[src/rtl/serializer_ctrl_pkg.sv]
// Shared types and sizing constants for the parallel-to-serial controller.
package serializer_ctrl_pkg;

  localparam int WIDTH_DEF = 8;

  typedef enum logic {
    ST_IDLE  = 1'b0,
    ST_SHIFT = 1'b1
  } state_e;

  // Bit counter width; a 1-bit word still needs a 1-bit counter.
  function automatic int cnt_width(input int w);
    return (w > 1) ? $clog2(w) : 1;
  endfunction

  localparam int CNT_W_DEF = cnt_width(WIDTH_DEF);

endpackage

[src/rtl/serializer_ctrl_shift_reg_load.sv]
// Left-shift register with parallel load, shift enable and async clear; exposes MSB.
module shift_reg_load #(
  parameter int WIDTH = 8
) (
  input  logic             clk,
  input  logic             rst_n,
  input  logic             load,
  input  logic             shift_en,
  input  logic [WIDTH-1:0] din,
  output logic             msb
);

  logic [WIDTH-1:0] sr_q, sr_d;

  always_comb begin
    sr_d = sr_q;
    if (load)          sr_d = din;
    else if (shift_en) sr_d = {sr_q[WIDTH-2:0], 1'b0};
  end

  always_ff @(posedge clk or negedge rst_n) begin
    if (!rst_n) sr_q <= '0;
    else        sr_q <= sr_d;
  end

  assign msb = sr_q[WIDTH-1];

endmodule

[src/rtl/serializer_ctrl.sv]
// Accepts a word over valid/ready and strobes it MSB-first into an FF chain,
// with HOLD stalls and a one-cycle DONE pulse after the last bit.
module serializer_ctrl
  import serializer_ctrl_pkg::*;
#(
  parameter int WIDTH = WIDTH_DEF
) (
  input  logic             CLK,
  input  logic             RESET_L,
  input  logic [WIDTH-1:0] DATA_IN,
  input  logic             VALID_IN,
  input  logic             HOLD,
  output logic             READY_OUT,
  output logic             D_OUT,
  output logic             EN_OUT,
  output logic             DONE
);

  localparam int CNT_W = cnt_width(WIDTH);

  state_e           state_q, state_d;
  logic [CNT_W-1:0] cnt_q, cnt_d;
  logic             done_q, done_d;
  logic             load, shift_en, msb;

  always_comb begin
    state_d  = state_q;
    cnt_d    = cnt_q;
    done_d   = 1'b0;
    load     = 1'b0;
    shift_en = 1'b0;
    unique case (state_q)
      ST_IDLE: begin
        if (VALID_IN) begin
          load    = 1'b1;
          cnt_d   = '0;
          state_d = ST_SHIFT;
        end
      end
      ST_SHIFT: begin
        if (!HOLD) begin
          shift_en = 1'b1;
          if (cnt_q == CNT_W'(WIDTH - 1)) begin
            state_d = ST_IDLE;
            done_d  = 1'b1;
            cnt_d   = '0;
          end else begin
            cnt_d = cnt_q + CNT_W'(1);
          end
        end
      end
      default: state_d = ST_IDLE;
    endcase
  end

  always_ff @(posedge CLK or negedge RESET_L) begin
    if (!RESET_L) begin
      state_q <= ST_IDLE;
      cnt_q   <= '0;
      done_q  <= 1'b0;
    end else begin
      state_q <= state_d;
      cnt_q   <= cnt_d;
      done_q  <= done_d;
    end
  end

  shift_reg_load #(.WIDTH(WIDTH)) u_sr (
    .clk      (CLK),
    .rst_n    (RESET_L),
    .load     (load),
    .shift_en (shift_en),
    .din      (DATA_IN),
    .msb      (msb)
  );

  // Gated with RESET_L so READY drops the instant reset asserts.
  assign READY_OUT = RESET_L & (state_q == ST_IDLE);
  assign EN_OUT    = (state_q == ST_SHIFT) & ~HOLD;
  assign D_OUT     = (state_q == ST_SHIFT) & msb;
  assign DONE      = done_q;

endmodule

[config.mk]
export PLATFORM = sky130hd
export DESIGN_NAME = serializer_ctrl
export DESIGN_NICKNAME = d
export VERILOG_FILES = /design/src/rtl/serializer_ctrl_pkg.sv /design/src/rtl/serializer_ctrl_shift_reg_load.sv /design/src/rtl/serializer_ctrl.sv
export SDC_FILE = /design/constraint.sdc
export NUM_CORES = 1
export LEC_CHECK = 0
export ABC_AREA = 1
export CORE_MARGIN = 2
export CORE_UTILIZATION = 45
export DETAILED_ROUTE_END_ITERATION = 7
export GPL_TIMING_DRIVEN = 0
export PLACE_DENSITY = 0.75
export SKIP_LAST_GASP = 1
export SLEW_MARGIN = 20
export SYNTH_ARGS = -nofsm -noshare
export SYNTH_HDL_FRONTEND = slang
export SYNTH_SLANG_ARGS = --single-unit
export TNS_END_PERCENT = 1
[constraint.sdc]
create_clock -name CLK -period 1.2 [get_ports CLK]
set_input_delay 0.24 -clock CLK [delete_from_list [all_inputs] [get_ports CLK]]
set_output_delay 0.24 -clock CLK [all_outputs]
set_load 0.01 [all_outputs]
==> impl_metrics.csv <==
group,metric,value,unit
logic_synthesis,syn-instance-count,72,
global_route,gr-usage-all-layers,17.8,%
global_route,antenna_violations_before_repair,0,
logic_synthesis,ys_top_cells_by_count,"23 x sky130_fd_sc_hd__nand2_1, 18 x sky130_fd_sc_hd__nand3_1, 13 x sky130_fd_sc_hd__dfrtp_1",
die,die-area,0.00166,mm^2
logic_synthesis,synth_top_area_cell,"sky130_fd_sc_hd__dfrtp_1",
power,p_leak,0.441,nW
power,final_total_power,1.40,mW
die,design.core.area,0.00128,mm^2
power,irDropWorstVdd,842,uV
status,failed_checks,"setup timing",
sta,hold_viol,0,
logic_synthesis,postSynth.asyncResetShare,100,%
logic_synthesis,synth_top_area_share,53.7,%
clocking,cts_max_level,1,
route,drc,0,
logic_synthesis,syn_area_per_cell,8.41,um^2
power,power.share.sequential,47.8,%
logic_synthesis,synth_seq_area_share,53.7,%
sta,finClkSkew,0.654,ps
logic_synthesis,ys_ff_latch,13,
power,clkPwrFrac,19.6,%
critical_path,timing.critical_path.fanout_max,3,
min_path,hold_start,"DATA_IN[0]",
logic_synthesis,biggest_area_contributors_in_the_synthesized_netlist,"sky130_fd_sc_hd__dfrtp_1 54%, sky130_fd_sc_hd__nand3_1 15%, sky130_fd_sc_hd__nand2_1 14%",
critical_path,worst_path_most_repeated_cell,"sky130_fd_sc_hd__buf_6",
die,std_cell_rows,13,
logic_synthesis,post_synth_edffs,0,
clocking,cts-buffers-inserted,3,
layout,post-route-cell-area,835,um^2
critical_path,cpMaxStageDelayCell,"sky130_fd_sc_hd__dfrtp_1",
logic_synthesis,post_synth_instance_area,606,um^2
place,hpwlAfterDp,798,um
clocking,clk-insertion-delay-late,270,ps
critical_path,critPathLaunchType,"register",
logic_synthesis,syn-num-nets,86,
sta,layout_worst_path_cycle_share,104,%
clocking,clk_path_buf_depth,2,
die,die_height,40.7,um
power,intPower,0.939,mW
place,gp_congestion,0.687,
route,initial_detailed_routing_violation_count,8,
route,post_drt_via_cell_ratio,5.00,
sta,setup_tns,-132,ps
power,comb_power_share,32.6,%
logic_synthesis,yosysUniqueCellTypes,13,
status,outcome,"finished, violations left",
clocking,clock_tree_from_tritoncts,"built",
clocking,clockRootBuffer,"sky130_fd_sc_hd__clkbuf_4",
power,switching_pwr,0.461,mW
logic_synthesis,synth_warnings,0,
place,buffer_ports.inserted,15,
critical_path,stage_delay_of_the_slowest_cell_on_the_critical_path,390,ps
sta,max_clock_freq,798,MHz
route,drt_first_pass_iters,4,
layout,area_growth,37.8,%
die,floorplan.initialDensity,47.1,%
min_path,holdCritPathClass,"input port to register",
power,netSwitchingFraction,32.9,%
critical_path,worst_ep_arrival_time,1010,ps
critical_path,critical_path.cell_chain,"buf_6, inv_4, nor2_4, buf_6",
critical_path,crit_required,960,ps
global_route,grt_first_pass_wirelength,1930,um
logic_synthesis,synthFlopType,"sky130_fd_sc_hd__dfrtp_1",
sta,setup_ws,-53.8,ps
layout,share_of_final_layout_standard_cells_stronger_than_drive_strength_1,17.7,%
clocking,tritoncts_num_sinks,13,
critical_path,crit_path_end_kind,"output pin",
logic_synthesis,yosysMostFrequentCell,"sky130_fd_sc_hd__nand2_1",
global_route,via_count_of_the_first_global_routing_pass,469,
place,postPlaceCellArea,774,um^2
flow_run,drv.max_cap_violation_count,0,
route,routed_wire_length_per_instance,11.3,um
power,pwr_density_cell,1680,mW/mm^2
global_route,grt_start_max_net_pins,14,
die,io-pin-count,16,
critical_path,r2r_start,"state_q",
layout,fin_nets,111,
die,width_of_the_chip,40.7,um
route,postRouteAntennaNets,0,
sta,worst_slew_pin_slew,602,ps
sta,timing.final.crit_period,1250,ps
critical_path,critical_path.startpoint,"state_q",
layout,antennaDiodeCount,0,
clocking,clkSlewWorstSetupHoldPaths,80,ps
sta,slew_headroom,59.7,%
sta,rsz0062_at_grt,"true",
route,via_count,555,
global_route,grt_remaining_overflow,0,
critical_path,timing_worst_setup_path_type,"register to output pin",
sta,timing.final.max_slew_violations,0,
sta,finalSetupViolCount,3,
route,total_detailed_routing_wirelength,1250,um
-- routing by layer --
layer	vias to the layer above	wire (um)	GRT usage [%]
li1	280	-	-
met1	258	575	24.5
met2	17	590	26.2
met3	0	84	3.26
met4	0	0	10.0
met5	-	0	0
-- cells by family (layout without fill, tap and decap cells) --
group / count (synthesis) / after routing / share of synthesized area, %
adder cells (fa/ha/maj): 2 / 2 / 4.13
AND/OR/NAND/NOR: 47 / 47 / 34.9
buffers and inverters: 9 / 33 / 6.40
AO/OA/AOI/OAI: 1 / 1 / 0.826
flip-flops: 13 / 13 / 53.7
-- stage by stage --
stage               worst slack, ps  hold WS, ps  util [%]  std cells
CTS                            -174          494      64.6        111
finish                        -53.8          498      64.9        111
global route                  -86.6          521      64.9        111
detailed placement             -898          483      60.3        102
global placement               -889          473      60.3        102
floorplan                       162        -55.6         -         72
-- state kept, by name, indices dropped and copies added, names as in the netlist --
register,flops
u_sr.sr_q,8
cnt_q,3
state_q,1
DONE,1
-- critical path: cells and delay by family, from the launching register on --
kind                   cells  cell delay [ps]
buffers and inverters      3              310
DFF                        1              390
and+or+nand+nor            1               40
-- cell usage in the layout (no fill, tap or decap) --
cell type | netlist | final
sky130_fd_sc_hd__buf_4 | 1 | 4
sky130_fd_sc_hd__nand3_1 | 18 | 18
sky130_fd_sc_hd__nor2_1 | 3 | 2
sky130_fd_sc_hd__inv_1 | 6 | 6
sky130_fd_sc_hd__dfrtp_1 | 13 | 13
sky130_fd_sc_hd__ha_1 | 2 | 2
sky130_fd_sc_hd__dlygate4sd2_1 | 0 | 1
sky130_fd_sc_hd__dlygate4sd3_1 | 0 | 1
sky130_fd_sc_hd__clkbuf_4 | 0 | 3
sky130_fd_sc_hd__clkdlybuf4s50_1 | 0 | 10
sky130_fd_sc_hd__a21oi_1 | 1 | 1
sky130_fd_sc_hd__nand4_1 | 1 | 1
sky130_fd_sc_hd__nor2_2 | 0 | 1
sky130_fd_sc_hd__clkbuf_2 | 0 | 1
sky130_fd_sc_hd__nand2_2 | 1 | 1
sky130_fd_sc_hd__buf_6 | 0 | 2
sky130_fd_sc_hd__nand2_1 | 23 | 23
sky130_fd_sc_hd__buf_2 | 1 | 3
sky130_fd_sc_hd__nor2_4 | 1 | 1
sky130_fd_sc_hd__inv_4 | 0 | 1
sky130_fd_sc_hd__clkbuf_1 | 0 | 1
-- what timing repair did --
| item | in CTS | in global routing |
|---|---|---|
| pin swaps | 1 | 2 |
| hold endpoints to repair | 13 | 0 |
| endpoints found under the setup margin | 7 | 14 |
| buffers inserted | 4 | 0 |
| hold buffers | 1 | 0 |
| gates resized for setup | 13 | 8 |
-- path summary, 6_finish.rpt --
| path | to | slack [ps] | depth (start not counted) |
|---|---|---|---|
| max in group asynchronous | u_sr.sr_q[0] | 300 | 2 |
| worst max-delay path | EN_OUT | -50 | 4 |
| worst min-delay path | u_sr.sr_q[0] | 500 | 3 |
| worst min register to register | u_sr.sr_q[3] | 500 | 2 |
| worst max register to register | u_sr.sr_q[7] | 10 | 6 |
| min in group asynchronous | DONE | 510 | 2 |
-- area by class of cell --
class,instances,area [um^2]
inverters,7,28.8
clock buffers,4,26.3
flip-flops and latches,13,325
multi-input cells,50,244
plain buffers,2,12.5
fillers,122,450
well taps,15,18.8
repair buffers,20,179
-- power groups by stage --
stage	Combinational (mW)	Sequential [mW]	Clock [mW]
5_1_grt	0.529	0.683	0.294
6_report	0.456	0.669	0.275
3_3_place_gp	0.406	0.676	0
4_1_cts	0.447	0.667	0.280
2_1_floorplan	0.274	0.662	0
3_5_place_dp	0.417	0.683	0
Power figures use the tool's default switching activity.
